===== src/rtl/pdu_pkg.sv =====
`default_nettype none
// +----------------------------------------------------------------------+
// | pdu_pkg                                                              |
// | Shared run-control types: FSM state encoding, button arbitration.    |
// | Revision: 1.0                                                        |
// +----------------------------------------------------------------------+
package pdu_pkg;

  typedef enum logic [2:0] {
    ST_STOP    = 3'd0,
    ST_RUN     = 3'd1,
    ST_WAIT_IN = 3'd2,
    ST_STEP    = 3'd3,
    ST_DEBUG   = 3'd4
  } pdu_state_e;

  localparam logic [15:0] SW_AVAIL_ADDR_DEF = 16'hFF10;

  // Enum order doubles as the button priority: cont > step > chk_r > chk_l.
  typedef enum logic [2:0] {
    BTN_NONE  = 3'd0,
    BTN_CONT  = 3'd1,
    BTN_STEP  = 3'd2,
    BTN_CHK_R = 3'd3,
    BTN_CHK_L = 3'd4
  } pdu_btn_e;

  function automatic pdu_btn_e btn_select(input logic cont, input logic step,
                                          input logic chk_r, input logic chk_l);
    if (cont)       return BTN_CONT;
    else if (step)  return BTN_STEP;
    else if (chk_r) return BTN_CHK_R;
    else if (chk_l) return BTN_CHK_L;
    else            return BTN_NONE;
  endfunction

endpackage
`default_nettype wire


===== src/rtl/pdu_clk_gate.sv =====
`default_nettype none
// +----------------------------------------------------------------------+
// | pdu_clk_gate                                                         |
// | CPU clock divider: whole periods only, boundary pulse on last count. |
// | Revision: 1.0                                                        |
// +----------------------------------------------------------------------+
module pdu_clk_gate #(
  parameter int DIV_N = 5
) (
  input  logic clk,
  input  logic rst,
  input  logic run_i,
  input  logic halt_i,
  output logic clk_cpu_o,
  output logic boundary_o
);

  localparam int CNT_W = (2 * DIV_N > 2) ? $clog2(2 * DIV_N) : 1;
  localparam logic [CNT_W-1:0] LAST      = CNT_W'(2 * DIV_N - 1);
  localparam logic [CNT_W-1:0] HIGH_LAST = CNT_W'(DIV_N - 1);

  logic             act_q, act_d;
  logic             clk_q, clk_d;
  logic [CNT_W-1:0] cnt_q, cnt_d;

  // A started period always runs to LAST; only there may the clock stop.
  always_comb begin
    act_d = act_q;
    clk_d = clk_q;
    cnt_d = cnt_q;
    if (!act_q) begin
      if (run_i) begin
        act_d = 1'b1;
        cnt_d = '0;
        clk_d = 1'b1;
      end
    end else if (cnt_q == LAST) begin
      cnt_d = '0;
      if (run_i && !halt_i) begin
        clk_d = 1'b1;
      end else begin
        act_d = 1'b0;
        clk_d = 1'b0;
      end
    end else begin
      cnt_d = cnt_q + CNT_W'(1);
      clk_d = (cnt_q < HIGH_LAST);
    end
  end

  always_ff @(posedge clk) begin
    if (rst) begin
      act_q <= 1'b0;
      clk_q <= 1'b0;
      cnt_q <= '0;
    end else begin
      act_q <= act_d;
      clk_q <= clk_d;
      cnt_q <= cnt_d;
    end
  end

  assign clk_cpu_o  = clk_q;
  assign boundary_o = act_q && (cnt_q == LAST);

endmodule
`default_nettype wire


===== src/rtl/pdu_run_ctrl.sv =====
`default_nettype none
// +----------------------------------------------------------------------+
// | pdu_run_ctrl                                                         |
// | PDU run/debug engine: breakpoints, input-wait, inspection address.   |
// | Define PDU_STEP_EN to enable single-step (btn_step / STEP state).    |
// | Revision: 1.0                                                        |
// +----------------------------------------------------------------------+
module pdu_run_ctrl
  import pdu_pkg::*;
#(
  parameter int          NUM_BP        = 4,
  parameter int          DIV_N         = 5,
  parameter int          CHK_W         = 16,
  parameter logic [15:0] SW_AVAIL_ADDR = SW_AVAIL_ADDR_DEF
) (
  input  logic                                        clk,
  input  logic                                        rst,
  input  logic                                        btn_cont,
  input  logic                                        btn_step,
  input  logic                                        btn_chk_l,
  input  logic                                        btn_chk_r,
  input  logic                                        btn_data,
  input  logic                                        bp_we,
  input  logic [((NUM_BP > 1) ? $clog2(NUM_BP) : 1)-1:0] bp_idx,
  input  logic                                        bp_set,
  input  logic [31:0]                                 bp_addr,
  input  logic [CHK_W-1:0]                            chk_base,
  input  logic [31:0]                                 current_pc,
  input  logic [15:0]                                 io_addr,
  input  logic                                        io_rd,
  output logic                                        clk_cpu,
  output logic                                        cpu_stop,
  output logic [CHK_W-1:0]                            chk_addr,
  output logic                                        bp_hit,
  output logic [((NUM_BP > 1) ? $clog2(NUM_BP) : 1)-1:0] bp_hit_idx,
  output logic                                        wait_input,
  output logic [2:0]                                  state
);

  localparam int IDX_W = (NUM_BP > 1) ? $clog2(NUM_BP) : 1;

  pdu_state_e        state_q;
  logic              skip_q;
  logic              bp_hit_q;
  logic [IDX_W-1:0]  bp_hit_idx_q;
  logic [CHK_W-1:0]  chk_addr_q;
  logic [NUM_BP-1:0] bp_valid_q;
  logic [31:0]       bp_addr_q [NUM_BP];

  logic              w_step;
  logic              w_boundary;
  logic              w_running;
  logic              w_bp_match;
  logic [IDX_W-1:0]  w_bp_idx;
  logic              w_bp_halt;
  logic              w_halt;
  pdu_btn_e          w_btn;

`ifdef PDU_STEP_EN
  assign w_step = btn_step;
`else
  logic w_unused_step;
  assign w_unused_step = btn_step;
  assign w_step        = 1'b0;
`endif

  assign w_btn = btn_select(btn_cont, w_step, btn_chk_r, btn_chk_l);

  always_ff @(posedge clk) begin
    if (rst) begin
      bp_valid_q <= '0;
    end else if (bp_we && (int'(bp_idx) < NUM_BP)) begin
      bp_valid_q[bp_idx] <= bp_set;
      bp_addr_q[bp_idx]  <= bp_addr;
    end
  end

  // Scan high to low so the lowest matching slot is the one left standing.
  always_comb begin
    w_bp_match = 1'b0;
    w_bp_idx   = '0;
    for (int i = NUM_BP - 1; i >= 0; i--) begin
      if (bp_valid_q[i] && (bp_addr_q[i] == current_pc)) begin
        w_bp_match = 1'b1;
        w_bp_idx   = IDX_W'(i);
      end
    end
  end

  assign w_running = (state_q == ST_RUN) || (state_q == ST_WAIT_IN) || (state_q == ST_STEP);
  assign w_bp_halt = w_boundary && w_bp_match && !skip_q &&
                     ((state_q == ST_RUN) || (state_q == ST_WAIT_IN));
  assign w_halt    = w_bp_halt || (w_boundary && (state_q == ST_STEP));

  pdu_clk_gate #(
    .DIV_N (DIV_N)
  ) u_clk_gate (
    .clk        (clk),
    .rst        (rst),
    .run_i      (w_running),
    .halt_i     (w_halt),
    .clk_cpu_o  (clk_cpu),
    .boundary_o (w_boundary)
  );

  always_ff @(posedge clk) begin
    if (rst) begin
      state_q      <= ST_STOP;
      skip_q       <= 1'b0;
      bp_hit_q     <= 1'b0;
      bp_hit_idx_q <= '0;
      chk_addr_q   <= '0;
    end else begin
      case (state_q)
        ST_STOP, ST_DEBUG: begin
          case (w_btn)
            BTN_CONT: begin
              state_q  <= ST_RUN;
              skip_q   <= 1'b1;
              bp_hit_q <= 1'b0;
            end
            BTN_STEP: begin
              state_q  <= ST_STEP;
              bp_hit_q <= 1'b0;
            end
            BTN_CHK_R: begin
              state_q    <= ST_DEBUG;
              bp_hit_q   <= 1'b0;
              chk_addr_q <= (state_q == ST_STOP) ? chk_base : chk_addr_q + CHK_W'(1);
            end
            BTN_CHK_L: begin
              state_q    <= ST_DEBUG;
              bp_hit_q   <= 1'b0;
              chk_addr_q <= (state_q == ST_STOP) ? chk_base : chk_addr_q - CHK_W'(1);
            end
            default: ;
          endcase
        end
        ST_RUN, ST_WAIT_IN: begin
          // The first period after resuming never halts, so a breakpoint PC can retire.
          if (w_boundary) skip_q <= 1'b0;
          if (w_bp_halt) begin
            state_q      <= ST_STOP;
            bp_hit_q     <= 1'b1;
            bp_hit_idx_q <= w_bp_idx;
          end else if ((state_q == ST_RUN) && io_rd && (io_addr == SW_AVAIL_ADDR)) begin
            state_q <= ST_WAIT_IN;
          end else if ((state_q == ST_WAIT_IN) && btn_data) begin
            state_q <= ST_RUN;
          end
        end
        ST_STEP: begin
          if (w_boundary) state_q <= ST_STOP;
        end
        default: state_q <= ST_STOP;
      endcase
    end
  end

  assign cpu_stop   = (state_q == ST_STOP) || (state_q == ST_DEBUG);
  assign wait_input = (state_q == ST_WAIT_IN);
  assign state      = state_q;
  assign chk_addr   = chk_addr_q;
  assign bp_hit     = bp_hit_q;
  assign bp_hit_idx = bp_hit_idx_q;

endmodule
`default_nettype wire


===== config.mk =====
export PLATFORM = sky130hd
export DESIGN_NAME = pdu_run_ctrl
export DESIGN_NICKNAME = d
export VERILOG_FILES = /design/src/rtl/pdu_pkg.sv /design/src/rtl/pdu_clk_gate.sv /design/src/rtl/pdu_run_ctrl.sv
export SDC_FILE = /design/constraint.sdc
export NUM_CORES = 1
export LEC_CHECK = 0
export CORE_MARGIN = 3
export CORE_UTILIZATION = 59
export CTS_BUF_LIST = sky130_fd_sc_hd__clkbuf_8
export CTS_CLUSTER_DIAMETER = 150
export DETAILED_ROUTE_END_ITERATION = 10
export PLACE_DENSITY = 0.88
export SLEW_MARGIN = 0
export SYNTH_ARGS = -nofsm -noshare
export SYNTH_HDL_FRONTEND = slang
export SYNTH_HIERARCHICAL = 1
export SYNTH_SLANG_ARGS = --single-unit

===== constraint.sdc =====
create_clock -name clk -period 12.5 [get_ports clk]
set_input_delay 2.5 -clock clk [delete_from_list [all_inputs] [get_ports clk]]
set_output_delay 2.5 -clock clk [all_outputs]
set_load 0.02 [all_outputs]

Yosys cells after proc, flatten, opt, wreduce, memory -nomap -nowiden:

Memories as Yosys holds them, arrays and structs flattened.
Cells that the tools add are included.

* output and inout port bits: 25
* bits in registers: 33
* input port bits: 108
* logic and storage cells: 112
* memories kept: 1
* bits in writable memories: 128

* order comparisons: 3
* reductions and logical operators: 33
* multiplexer cells: 42
* add/subtract/negate cells: 3
* equal/unequal tests: 21

Memory list
* bp_addr_q: words 4, bits a word 32, read ports 4, clocked after Yosys merged registers in 0, wr ports 1, RTL line pdu_run_ctrl.sv:48 `logic [31:0] bp_addr_q [NUM_BP];`

Operators with widths (count)
* equality test 32 bit: 4
* 2-to-1 mux 16 bit: 2
* case mux 16 bit (2 select lines): 1
* 2-to-1 mux 3 bit: 7
* 2-to-1 mux 1 bit: 19
* case mux 3 bit (3 select lines): 2
* adder 16 x 1 -> 16 bit (second input constant): 1
* equality test 16 bit (second input constant): 1
* subtractor 16 x 1 -> 16 bit (second input constant): 1
* logical AND 1 bit: 14
* equality test 3 x 2 -> 1 bit (second input constant): 4
* 2-to-1 mux 4 bit: 3
* AND reduction 3 bit: 3
* 2-to-1 mux 2 bit: 4
* inequality test 2 bit (second input constant): 4
* equality test 3 x 1 -> 1 bit (second input constant): 2
* equality test 3 bit (second input constant): 2
* nonzero test 2 bit: 3
* OR reduction 2 bit: 3
* adder 4 x 1 -> 4 bit (second input constant): 1
* bitwise mux 4 bit: 1
* equality test 4 bit (second input constant): 1
* logical OR 1 bit: 4
* < comparator 4 x 3 -> 1 bit (second input constant): 1
* other kinds (11): 14

Longest topological paths before layout:

An unclocked memory read counts as a cell.

* word-level depth: 16
* gate-level depth with buffers: 11
* mapped depth without buffers: 11

Cells and area by module:

The synthesis kept the hierarchy.

Modules (own cells, without submodules)
* pdu_run_ctrl: instances 1, area an instance 7135.6 um2, cells each 565, seq. area each 4384.2 um2
* pdu_clk_gate: instances 1, area an instance 309.0 um2, cells each 35, seq. area each 120.1 um2

Worst setup path before layout:

Ideal clock, no wire load.

* kind: input -> register
* start point: in rst
* end point: mem bp_addr_q[0][0] (enable)
* buffers on the path: 1
* arrival time: 5.308 ns
* setup slack: 6.724 ns
* library setup time: 0.468 ns
* stages on the path: 3
* required time: 12.032 ns
* cell sequence: clkbuf_1 nor2b_1 nor3b_1

* cells in the longest elaborated chain, start to end: 2

Ends and longest elaborated chain
* from (decl): RTL line pdu_run_ctrl.sv:17 `input logic rst,`
* 2-to-1 mux 1 bit: RTL line pdu_run_ctrl.sv:70 `if (rst) begin`
* 2-to-1 mux 1 bit (not written as such): RTL line pdu_run_ctrl.sv:74 `bp_addr_q[bp_idx] <= bp_addr;`
* to (decl): RTL line pdu_run_ctrl.sv:48

Every way passes these cells.

Final worst setup path:

* start point: in current_pc[28]
* end point: reg u_clk_gate.clk_q (netlist: u_clk_gate/clk_cpu_o)

* cells in the longest elaborated chain, start to end: 15
* elaborated cells on any way between the ends: 21
* those cells by class: 4 x eq/ne; 7 x mux; 10 x reduce/logical

Ends and longest elaborated chain
* from (decl): RTL line pdu_run_ctrl.sv:28 `input logic [31:0] current_pc,`
* equality test 32 bit: RTL line pdu_run_ctrl.sv:83 `if (bp_valid_q[i] && (bp_addr_q[i] == current_pc)) begin`
* logical AND 1 bit: RTL line pdu_run_ctrl.sv:83
* 2-to-1 mux 1 bit (3 in series): RTL line pdu_run_ctrl.sv:83
* 2-to-1 mux 1 bit (*): RTL line pdu_run_ctrl.sv:83
* logical AND 1 bit (*) (3 in series): RTL line pdu_run_ctrl.sv:91 `assign w_bp_halt = w_boundary && w_bp_match && !skip_q &&`
* logical OR 1 bit (*): RTL line pdu_run_ctrl.sv:93 `assign w_halt = w_bp_halt || (w_boundary && (state_q == ST_STEP));`
* via w_halt: RTL line pdu_run_ctrl.sv:56 `logic w_halt;`
* zero test 1 bit (*): RTL line pdu_clk_gate.sv:39 `if (run_i && !halt_i) begin`
* logical AND 1 bit (*): RTL line pdu_clk_gate.sv:39
* 2-to-1 mux 1 bit (*): RTL line pdu_clk_gate.sv:39
* 2-to-1 mux 1 bit (*): RTL line pdu_clk_gate.sv:37 `end else if (cnt_q == LAST) begin`
* 2-to-1 mux 1 bit (*): RTL line pdu_clk_gate.sv:31 `if (!act_q) begin`
* to (signal assigned): RTL line pdu_clk_gate.sv:58 `clk_q <= clk_d;`
* to (decl): RTL line pdu_clk_gate.sv:23 `logic clk_q, clk_d;`

Mark *: on every way through the listed nets, which the timed path passes. The rest lies on a longest branch.
A chain may end at the register's enable or synchronous reset.

==> flow_metrics.tcl <==
set metrics [dict create \
    cp.required_ns 12.83 \
    regArea_mm2 0.00450 \
    hpwl_um 13000 \
    setup_viol 0 \
    power_density_mw_per_mm2 127 \
    grt_pass1_vias 5377 \
    finalSetupTns_ns 0 \
    synthesis.instances 600 \
    reg2reg_slack_ns 9.90 \
    power.total_w 0.00119 \
    drv_slew 0 \
    min_from "bp_hit_idx[0]$_SDFFE_PP0P_" \
    drtPass1Iterations 5 \
    timing_hold_violations_final 0 \
    synth-compound-area-share_pct 7.21 \
    antennaDiodeCount 0 \
    gp_congestion 0.875 \
    dieWidth_um 118 \
    post-route-min-period_ns 4.86 \
    clockBufferDepth 2 \
    async_flop_share_pct 0 \
    timing.rr.end "u_clk_gate/clk_cpu_o$_SDFFE_PP0P_" \
    status "completed" \
    nFillCells 729 \
    start_util_pct 61.2 \
    cts_setup_buffers 0 \
    die_h_um 118 \
    drtIter0Drc 722 \
    routed_via_density 5.92 \
    r2r.worst_path.cells 10 \
    peakVddDrop_mv 0.101 \
    die_area_mm2 0.0140 \
    finalCritPeriodShare_pct 38.9 \
    crit_type "input pin to flop" \
    io_pins 133 \
    path_clk_slew_ns 0.08 \
    synth_xor_area_share_pct 15.5 \
    cp.arrival_ns 5.19 \
    cts.repair.resized 0 \
    syn_area_mm2 0.00744 \
    cts_inserted_buffers 17 \
    nets 849 \
    avgSynthCellArea_um2 12.4 \
    io_buffers 131 \
    maxCapViolCount 0 \
    fin_skew_ns 0.00645 \
    tritoncts "done" \
    htreeDepth 4 \
    overflow 0 \
    min_path_cells 2 \
    clkSinkCount 161 \
    grt_max_degree 37 \
    synthFlopType "edfxtp_1" \
    grt_pass1_wl_um 28500 \
    antenna_found_initial 0 \
    hold-worst-slack_ns 0.473 \
    wl_per_cell_um 19.7 \
    area_growth_pct 25.9 \
    setup.worst_path.start_class "input pin" \
    synthMuxAreaShare_pct 0.672 \
    rows 40 \
    regToRegStartpoint "bp_addr_q[3][13]$_DFFE_PP_" \
    route.detailed.drc 0 \
    synth_top_family_by_area "XOR/XNOR gates" \
    cts_root_buf "clkbuf_8" \
    final_common_cell "clkdlybuf4s50_1" \
    coreArea_mm2 0.0122 \
    syn_nets 712 \
    ant_nets 0 \
    synth_edf_count 128 \
    p_leak_nw 3.07 \
    hold_path_class "flop to flop" \
    cp-end-kind "flop" \
    ys_seq_area_share_pct 60.5 \
    slew_headroom_pct 44.4 \
    tightestPinTransition_ns 0.834 \
    hold_buffers 0 \
    vias 5437 \
    multi_input_area_mm2 0.00281 \
    synth-simple-area-share_pct 13.5 \
    routed_wl_um 18100 \
    clock_latency_ns 0.45 \
    fmax_mhz 206 \
    grt_use_total_pct 26.5 \
    post_synth_num_cell_types 54 \
    min_to "bp_hit_idx[0]$_SDFFE_PP0P_" \
    ys_seq_elements 161 \
    mostFrequentLayoutCells "clkdlybuf4s50_1, edfxtp_1, xnor2_1" \
    yosys.area_share.adder_pct 0.672 \
    drive_gt1_share_pct 6.80 \
    rsz0062_at_grt "false" \
    crit_fanout 4 \
    yosysWarnings 6 \
]
## sequential cells by signal, indices dropped and copies added, names as in the netlist
register              flops
u_clk_gate/clk_cpu_o      1
u_clk_gate/act_q          1
bp_hit_idx                2
skip_q                    1
bp_hit                    1
bp_valid_q                4
u_clk_gate/cnt_q          4
chk_addr                 16
state                     3
bp_addr_q               128
## through the flow
stage	area (µm²)	instances	setup WS (ns)	util, %
floorplan	7440	600	6.72	-
global placement	8930	886	7.22	73.4
detailed placement	8930	886	7.20	73.4
CTS	9380	918	7.68	77.1
global route	9380	918	7.52	77.1
finish	9380	918	7.64	77.1
## worst max-delay path by stage
| stage | start | to | slack [ns] | cells after the start |
|---|---|---|---|---|
| after detailed placement | current_pc[13] | u_clk_gate/clk_cpu_o$_SDFFE_PP0P_ | 7.20 | 11 |
| after floorplan | rst | bp_addr_q[0][0]$_DFFE_PP_ | 6.72 | 3 |
| after CTS | current_pc[13] | u_clk_gate/clk_cpu_o$_SDFFE_PP0P_ | 7.68 | 11 |
| after global placement | current_pc[13] | u_clk_gate/clk_cpu_o$_SDFFE_PP0P_ | 7.22 | 11 |
| after global routing | current_pc[28] | u_clk_gate/clk_cpu_o$_SDFFE_PP0P_ | 7.52 | 11 |
| final | current_pc[28] | u_clk_gate/clk_cpu_o$_SDFFE_PP0P_ | 7.64 | 11 |
## cells by family (layout without fill, tap and decap cells)
kind of cell | count (synthesis) | count (layout)
multiplexers | 5 | 5
AND/OR/NAND/NOR | 182 | 182
XOR/XNOR | 132 | 132
AO/OA/AOI/OAI | 82 | 82
buffers and inverters | 34 | 184
flip-flops | 161 | 161
adder cells (fa/ha/maj) | 4 | 4
## layer usage
layer | track usage (%) | routed length [µm] | up-vias
met5 | 0 | 0 | -
met4 | 12.3 | 714 | 0
met3 | 5.84 | 1430 | 56
met2 | 45.8 | 9070 | 306
met1 | 31.5 | 6830 | 2577
li1 | - | - | 2498
## cell usage after synthesis (8+ instances only)
master | n | share of area, %
a211oi_1 | 8 | 0.81
edfxtp_1 | 128 | 52
clkbuf_1 | 15 | 0.76
xor2_1 | 59 | 6.9
xnor2_1 | 73 | 8.6
o21ai_0 | 13 | 0.87
nand3_1 | 16 | 1.1
inv_1 | 15 | 0.76
nor2_1 | 31 | 1.6
nor4_1 | 19 | 1.6
a21oi_1 | 28 | 1.9
nand2_1 | 30 | 1.5
nor3_1 | 22 | 1.5
dfxtp_1 | 33 | 8.9
nand4_1 | 23 | 1.9
## power breakdown
| group | switching [W] | leakage (nW) | internal [W] | total (W) |
|---|---|---|---|---|
| combinational | 0.0000792 | 1.42 | 0.0000761 | 0.000155 |
| sequential | 0.0000174 | 1.43 | 0.000598 | 0.000615 |
| clock | 0.000196 | 0.218 | 0.000220 | 0.000416 |
## layout make-up
| class | instances | share of cell area, % |
|---|---|---|
| Sequential cell | 161 | 48.0 |
| Clock inverter | 15 | 2.23 |
| Clock buffer | 17 | 2.50 |
| Tap cell | 168 | 2.24 |
| Timing Repair Buffer | 137 | 14.5 |
| Inverter | 15 | 0.601 |
| Multi-Input combinational cell | 405 | 29.9 |
## worst max-delay path: stages
cell             delay (ns)
clkdlybuf4s50_1        0.55
xor2_1                 0.22
nor4_1                 0.41
nand4_1                0.21
or4_4                  0.60
nand2_1                0.12
o21ai_2                0.09
o21ai_0                0.15
nand3b_1               0.15
a21o_1                 0.12
a211oi_1               0.06
No activity file was read; power rests on OpenSTA's default activity.
